<file path="config.mk">
export PLATFORM = sky130hd
export DESIGN_NAME = tank_direct_ctrl
export DESIGN_NICKNAME = d
export VERILOG_FILES = /design/src/rtl/tank_direct_ctrl.sv
export SDC_FILE = /design/constraint.sdc
export NUM_CORES = 1
export LEC_CHECK = 0
export CAP_MARGIN = 20
export CORE_MARGIN = 4
export CORE_UTILIZATION = 59
export CTS_BUF_LIST = sky130_fd_sc_hd__clkbuf_8
export DETAILED_ROUTE_END_ITERATION = 10
export DONT_BUFFER_PORTS = 1
export PLACE_DENSITY = 0.85
export RECOVER_POWER = 50
export SYNTH_ARGS = -nofsm -noshare
export SYNTH_HDL_FRONTEND = slang
export SYNTH_SLANG_ARGS = --single-unit
</file>
<file path="constraint.sdc">
create_clock -name clk -period 1.95 [get_ports clk]
set_clock_uncertainty 0.1 [all_clocks]
set_input_delay 0.195 -clock clk [delete_from_list [all_inputs] [get_ports clk]]
set_output_delay 0.195 -clock clk [all_outputs]
set_load 0.005 [all_outputs]
</file>
<file path="src/rtl/tank_direct_ctrl.sv">
// ---------------------------------------------------------------------------
// tank_direct_ctrl
//
// Turns decoded keyboard events into per-tank control signals. Each player
// has a key map {LEFT,RIGHT,UP,DOWN,FIRE}. The block tracks which direction
// keys are held and produces, per player, a registered heading, a moving
// flag and a rate-limited one-cycle fire pulse.
//
// Event interface: key_valid is a one-cycle strobe with no back-pressure.
// ascii/press are meaningful only in a cycle where key_valid=1. Every strobe
// is consumed in the cycle it appears, and the effect shows on the outputs
// in the following cycle.
//
// Ports
//   clk        system clock
//   rst        synchronous reset, active-high; overrides key_valid
//   key_valid  event strobe
//   ascii      key code
//   press      1 = make (press or typematic repeat), 0 = break (release)
//   direct     per player p, bits [3p+2:3p]: LEFT=000 RIGHT=001 UP=010 DOWN=011
//   moving     per player: at least one direction key is held
//   fire       per player: one-cycle fire pulse
// ---------------------------------------------------------------------------
module tank_direct_ctrl #(
    parameter int          NUM_PLAYERS   = 2,
    parameter int          FIRE_COOLDOWN = 16,
    parameter bit          CASE_FOLD     = 1'b1,
    parameter logic [39:0] P0_KEYS       = 40'h61_64_77_73_20,
    parameter logic [39:0] P1_KEYS       = 40'h6A_6C_69_6B_68
) (
    input  logic                     clk,
    input  logic                     rst,
    input  logic                     key_valid,
    input  logic [7:0]               ascii,
    input  logic                     press,
    output logic [3*NUM_PLAYERS-1:0] direct,
    output logic [NUM_PLAYERS-1:0]   moving,
    output logic [NUM_PLAYERS-1:0]   fire
);

    localparam int            CW        = $clog2(FIRE_COOLDOWN + 1);
    localparam logic [CW-1:0] COOL_LOAD = CW'(FIRE_COOLDOWN);

    // Direction codes double as bit indices into the held mask.
    localparam logic [1:0] DIR_LEFT  = 2'd0;
    localparam logic [1:0] DIR_RIGHT = 2'd1;
    localparam logic [1:0] DIR_UP    = 2'd2;
    localparam logic [1:0] DIR_DOWN  = 2'd3;

    typedef enum logic {
        FS_READY = 1'b0,
        FS_COOL  = 1'b1
    } fire_state_e;

    // Heading to fall back to when the current heading key is released
    // while others are still held.
    function automatic logic [1:0] prio_dir(input logic [3:0] m);
        if (m[DIR_UP])        return DIR_UP;
        else if (m[DIR_DOWN]) return DIR_DOWN;
        else if (m[DIR_LEFT]) return DIR_LEFT;
        else                  return DIR_RIGHT;
    endfunction

    // Only matters if a map lists one code for two directions; pick one
    // deterministically.
    function automatic logic [1:0] first_dir(input logic [3:0] m);
        if (m[DIR_LEFT])       return DIR_LEFT;
        else if (m[DIR_RIGHT]) return DIR_RIGHT;
        else if (m[DIR_UP])    return DIR_UP;
        else                   return DIR_DOWN;
    endfunction

    // Upper-case letters fold onto lower case so Shift/CapsLock do not
    // disable a player.
    logic [7:0] code;
    always_comb begin
        code = ascii;
        if (CASE_FOLD && (ascii >= 8'h41) && (ascii <= 8'h5A)) begin
            code = ascii | 8'h20;
        end
    end

    for (genvar p = 0; p < NUM_PLAYERS; p++) begin : g_player
        localparam logic [39:0] KMAP = (p == 0) ? P0_KEYS : P1_KEYS;

        logic [3:0]    hit;
        logic          fire_make;
        logic [3:0]    held_nxt;
        logic [1:0]    dir_nxt;

        logic [3:0]    held_q;
        logic [1:0]    dir_q;
        logic          mov_q;
        logic          fire_q;
        fire_state_e   st_q;
        logic [CW-1:0] cnt_q;

        always_comb begin
            hit[DIR_LEFT]  = key_valid && (code == KMAP[39:32]);
            hit[DIR_RIGHT] = key_valid && (code == KMAP[31:24]);
            hit[DIR_UP]    = key_valid && (code == KMAP[23:16]);
            hit[DIR_DOWN]  = key_valid && (code == KMAP[15:8]);
            fire_make      = key_valid && press && (code == KMAP[7:0]);

            held_nxt = press ? (held_q | hit) : (held_q & ~hit);

            // Make: last pressed wins. Break of the current heading: fall
            // back by priority if anything is still held, else keep it.
            dir_nxt = dir_q;
            if (|hit) begin
                if (press) begin
                    dir_nxt = first_dir(hit);
                end else if (hit[dir_q] && (|held_nxt)) begin
                    dir_nxt = prio_dir(held_nxt);
                end
            end
        end

        always_ff @(posedge clk) begin
            if (rst) begin
                held_q <= 4'b0000;
                dir_q  <= DIR_RIGHT;
                mov_q  <= 1'b0;
                fire_q <= 1'b0;
                st_q   <= FS_READY;
                cnt_q  <= '0;
            end else begin
                held_q <= held_nxt;
                dir_q  <= dir_nxt;
                mov_q  <= |held_nxt;
                fire_q <= 1'b0;
                case (st_q)
                    FS_READY: begin
                        if (fire_make) begin
                            fire_q <= 1'b1;
                            cnt_q  <= COOL_LOAD;
                            st_q   <= FS_COOL;
                        end
                    end
                    FS_COOL: begin
                        // Makes arriving here are dropped, so a held fire
                        // key repeats once every FIRE_COOLDOWN+1 cycles.
                        if (cnt_q <= 1) begin
                            cnt_q <= '0;
                            st_q  <= FS_READY;
                        end else begin
                            cnt_q <= cnt_q - 1'b1;
                        end
                    end
                    default: begin
                        cnt_q <= '0;
                        st_q  <= FS_READY;
                    end
                endcase
            end
        end

        assign direct[3*p +: 3] = {1'b0, dir_q};
        assign moving[p]        = mov_q;
        assign fire[p]          = fire_q;
    end

endmodule
</file>
## Yosys cells after proc, flatten, opt, wreduce, memory -nomap -nowiden

Index checks and enable logic that the tools add are counted.

| word-level totals | value |
|---|---|
| register bits after elaboration | 28 |
| bits of input ports | 12 |
| output and inout port bits | 10 |
| word-level logic and storage cells | 99 |

| operators by class | value |
|---|---|
| add/sub/neg operators | 2 |
| magnitude comparators | 6 |
| equality and inequality tests | 12 |
| multiplexer cells | 35 |
| bitwise logic cells | 8 |
| reduce and logical (&&, ||, !) cells | 24 |

Operators with widths:

| kind | number |
|---|---|
| $eq A8 B7 Y1 const B | 9 |
| $mux W2 | 12 |
| $mux W5 | 4 |
| $pmux W5 S2 | 2 |
| $reduce_or A4 Y1 | 4 |
| $logic_and A1 B1 Y1 | 14 |
| $le A5 B1 Y1 const B | 2 |
| $mux W1 | 10 |
| $sub A5 B1 Y5 const B | 2 |
| $and A4 B4 Y4 | 2 |
| $eq A8 B6 Y1 const B | 1 |
| $ge A8 B7 Y1 const B | 1 |
| $le A8 B7 Y1 const B | 1 |
| $mux W4 | 2 |
| $not A4 Y4 | 2 |
| $or A4 B4 Y4 | 2 |
| $lt A2 B3 Y1 const B | 2 |
| $mux W6 | 1 |
| $bmux W1 S2 | 2 |
| $ne A2 B2 Y1 const B | 2 |
| $pmux W1 S2 | 2 |
| $reduce_and A2 Y1 | 2 |
| $reduce_bool A2 Y1 | 2 |
| $reduce_or A2 Y1 | 2 |
| $not A1 Y1 | 2 |

## Logic depth before layout (Yosys ltp)

| depth | value |
|---|---|
| depth after elaboration | 13 |
| mapped depth | 7 |

## Worst setup path before layout

OpenSTA, ideal clock, no wires.

| timing path | value |
|---|---|
| kind | input to register |
| start point | input ascii[7] |
| end point | register g_player[0].dir_q[0] |
| library setup time | 0.128 ns |
| arrival time | 1.613 ns |
| required time | 1.722 ns |
| setup slack | 0.110 ns |
| stages | 6 |
| path buffers | 0 |
| cell sequence | and4b_1 -> nor4b_1 -> mux2i_1 -> nand3_1 -> a221oi_1 -> mux2i_1 |

| between the ends | value |
|---|---|
| word-level cells in the longest chain between the ends | 13 |
| elaborated cells between the ends (all ways) | 31 |

Ends and longest elaborated chain:

| what | RTL line | RTL |
|---|---|---|
| from (decl) | 34 | `input logic [7:0] ascii,` |
| $ge A8 B7 Y1 / $le A8 B7 Y1 (equally long branches) | 78 | `if (CASE_FOLD && (ascii >= 8'h41) && (ascii <= 8'h5A)) begin` |
| $logic_and A1 B1 Y1 | 78 |  |
| $mux W6 | 78 |  |
| $eq A8 B7 Y1 | 99 | `hit[DIR_LEFT] = key_valid && (code == KMAP[39:32]);` |
| $logic_and A1 B1 Y1 | 99 |  |
| $not A4 Y4 | 105 | `held_nxt = press ? (held_q \| hit) : (held_q & ~hit);` |
| $and A4 B4 Y4 | 105 |  |
| $mux W4 | 105 |  |
| $mux W1 | 60 | `else if (m[DIR_LEFT]) return DIR_LEFT;` |
| $mux W2 | 59 | `else if (m[DIR_DOWN]) return DIR_DOWN;` |
| $mux W2 | 58 | `if (m[DIR_UP]) return DIR_UP;` |
| $mux W2 | 113 | `end else if (hit[dir_q] && (\|held_nxt)) begin` |
| $mux W2 | 111 | `if (press) begin` |
| to (signal assigned) | 129 | `dir_q <= dir_nxt;` |
| to (decl) | 92 | `logic [1:0] dir_q;` |

Parallel ways exist; a longest one is shown, timed or not. The select of a mux whose other input is x is not followed.
A chain may end at the register's enable or synchronous reset.

## Worst setup path in the final report

| timing path | value |
|---|---|
| start point | register g_player[1].cnt_q[0] |
| end point | register g_player[1].cnt_q[2] |

| between the ends | value |
|---|---|
| word-level cells in the longest chain between the ends | 3 |
| elaborated cells between the ends (all ways) | 4 |

Ends and longest elaborated chain:

| what | RTL line | RTL |
|---|---|---|
| from (decl) | 96 | `logic [CW-1:0] cnt_q;` |
| from (signal assigned) | 147 | `cnt_q <= cnt_q - 1'b1;` |
| $sub A5 B1 Y5 / $le A5 B1 Y1 (equally long branches) | 147, 143 |  |
| $mux W5 (*) | 143 | `if (cnt_q <= 1) begin` |
| $pmux W5 S2 (*) | 132 | `case (st_q)` |

Mark *: on every way between the ends. The rest lies on a longest branch, timed or not.

==> metrics.txt <==
via count=1528; Setup Viol. Count Final=0; CTS root buf=clkbuf_8; placed cells=231; NetSw=0.210 mW; HPWL Detailed=2.53 mm; Slew @ Worst Pin=1.05 ns; routed len/inst=15.2 um; fmax=548 MHz; global placement routability congestion=0.948; Final Net Count=224; Clock Power Share=0.364; top cell type's share of synthesized area=0.336; CP Class=reg2reg; ANT nets after route=0; top-count cell post-synth=nor2_1; ANT cells=0; post-CTS setup buffer count=0; Final period util=0.936; core footprint=2730 sq um; clock slew at reported path FFs=0.09 ns; I/O pin total=22; Row Count=19; minimum clock period=1.83 ns; DR pass1 iterations=4; Worst IR Drop VDD=0.582 mV; Max Slew Vio Count=0; switching share of power=0.212; first-pass GRT wire length=5.83 mm; status=finished, final reports clean; Post-Layout Cell Count=238; Mean Syn Cell Area=7.99 sq um; DRC Markers=0; clk buf depth=2; synth cell count leaders=nor2_1 (36), dfxtp_1 (28), a21oi_1 (15), nand2_1 (12), mux2i_1 (11); sequential power share=0.580; LEAKAGE=0.678 nW; Iteration-0 DRC Markers=124; CTS Buf Count=3; Cell Int Power=0.779 mW; PD cells=562 nW/um^2; layout cells sized above 1=0.0918; Seq/Total Area, Yosys=0.336; MaxCap Viol Count=0; WHS=0.000477 ns; antenna violations before repair=0; WL final=3.63 mm; Comb power frac=0.056; worst skew pair latency=0.28 ns; area delta synth->final=5.32%; Global Route Usage Sum=0.204; total gr overflow=0; TritonCTS clock tree=done; initial core utilization=0.611; Post-synth EDFFs=0; CP Max Fanout=6; clk sinks=28; count of different cell masters after synthesis=46; # port buffers=0; vias in the first global route=1322; pin count of the biggest net entering global routing=29; final hold vios=0; RSZ-0062 raised after global routing=false; top cells by area, synth=dfxtp_1 (34%), nor2_1 (8.1%), mux2i_1 (6.6%); CP endpoint kind=flip-flop; Hold Path Class=in2reg; top_reg_cell synth=dfxtp_1; leading area contributor after synthesis=dfxtp_1; WP data arrival=1.85 ns; reg-to-reg slack, setup=0.12 ns; Post-synth ARST share=0; Die X=61.2 um; cells after synthesis=209; Post-Syn Area=1670 sq um; Max transition margin=0.299; Yosys warning count=0; die area=3750 sq um; Die Height=61.2 um; CTS H-tree lvls=1; Worst setup SP type=flip-flop; TNS Setup=0 ns; vias per cell=6.42; WP data required=1.97 ns; #FFs+latches synth=28
==> critical path, cell delays in order (launching register included) <==
cell,delay [ns]
dfxtp_1,0.43
ha_1,0.17
nor2_1,0.05
o41ai_2,0.43
buf_4,0.21
nor2_1,0.04
o21ai_0,0.16
a21oi_1,0.08
==> cells by family (layout without fill, tap and decap cells) <==
group	after synthesis	after routing	share of synthesized area
flip-flops	28	28	0.336
multiplexers	11	11	0.0659
XOR/XNOR	2	2	0.0105
AND/OR/NAND/NOR	91	91	0.285
buffers and inverters	24	21	0.0771
AO/OA/AOI/OAI	48	48	0.194
adder cells (fa/ha/maj)	4	4	0.0300
other	1	2	0.00225
==> worst paths after layout <==
kind,cells past startpoint,end,start
worst max register to register,7,g_player[1].cnt_q[2],g_player[1].cnt_q[0]
worst min-delay path,2,g_player[0].dir_q[0],rst
worst min register to register,2,g_player[0].cnt_q[4],g_player[0].cnt_q[4]
worst max-delay path,7,g_player[1].cnt_q[2],g_player[1].cnt_q[0]
==> cell usage in the layout, fill, tap and decap left out, types with 2 or more instances in the layout <==
cell type,n
a211o_1,2
a211oi_1,2
a21oi_1,15
a221oi_1,2
a311oi_1,2
a31oi_1,6
and2_1,5
and4b_1,2
buf_4,5
clkbuf_8,4
conb_1,2
dfxtp_1,28
dlygate4sd3_1,3
ha_1,4
inv_1,8
mux2i_1,11
nand2_1,12
nand2b_1,2
nand3_1,10
nand4_1,2
nand4b_1,4
nor2_1,36
nor3_1,6
nor4b_1,2
o21ai_0,6
o22a_1,2
o22ai_1,2
o41ai_2,2
or3b_2,2
==> metal layers <==
layer | vias up | track usage | wire, um
met5 | - | 0 | 0
met4 | 0 | 0.0681 | 43
met3 | 6 | 0.0587 | 205
met2 | 44 | 0.350 | 1850
met1 | 735 | 0.242 | 1530
li1 | 743 | - | -
==> through the flow <==
step                       util  power (mW)  setup WS (ns)  area [sq um]
after floorplan               -       0.650          0.110          1670
after global placement    0.607       0.625         0.0979          1660
after detailed placement  0.607       0.626        -0.0541          1660
after CTS                 0.641       0.994         0.0859          1750
after global routing      0.643        1.03         0.0178          1760
final                     0.643       0.989          0.124          1760
==> area by class of cell <==
cell class | instances | area (sq um)
clock buffers | 4 | 55.1
well taps | 31 | 38.8
flip-flops and latches | 28 | 561
repair buffers | 9 | 71.3
fillers | 230 | 975
inverters | 8 | 30.0
multi-input cells | 158 | 1000
==> timing repair <==
item	in CTS	in global routing
hold buffers	3	0
setup endpoints to repair	1	1
hold endpoints to repair	27	0
gates resized for setup	1	2
==> power groups by stage <==
stage          logic, mW  registers [mW]  clock network (mW)
6_report          0.0557           0.573               0.360
5_1_grt           0.0615           0.574               0.392
4_1_cts           0.0544           0.573               0.366
3_5_place_dp      0.0392           0.587                   0
3_3_place_gp      0.0383           0.587                   0
2_1_floorplan     0.0631           0.586                   0
==> registers in the layout, summed over array words and instances (netlist names) <==
| name | count |
|---|---|
| g_player.cnt_q | 10 |
| g_player.dir_q | 4 |
| g_player.fire_q | 2 |
| g_player.held_q | 8 |
| g_player.mov_q | 2 |
| g_player.st_q | 2 |
Power figures use the tool's default switching activity.
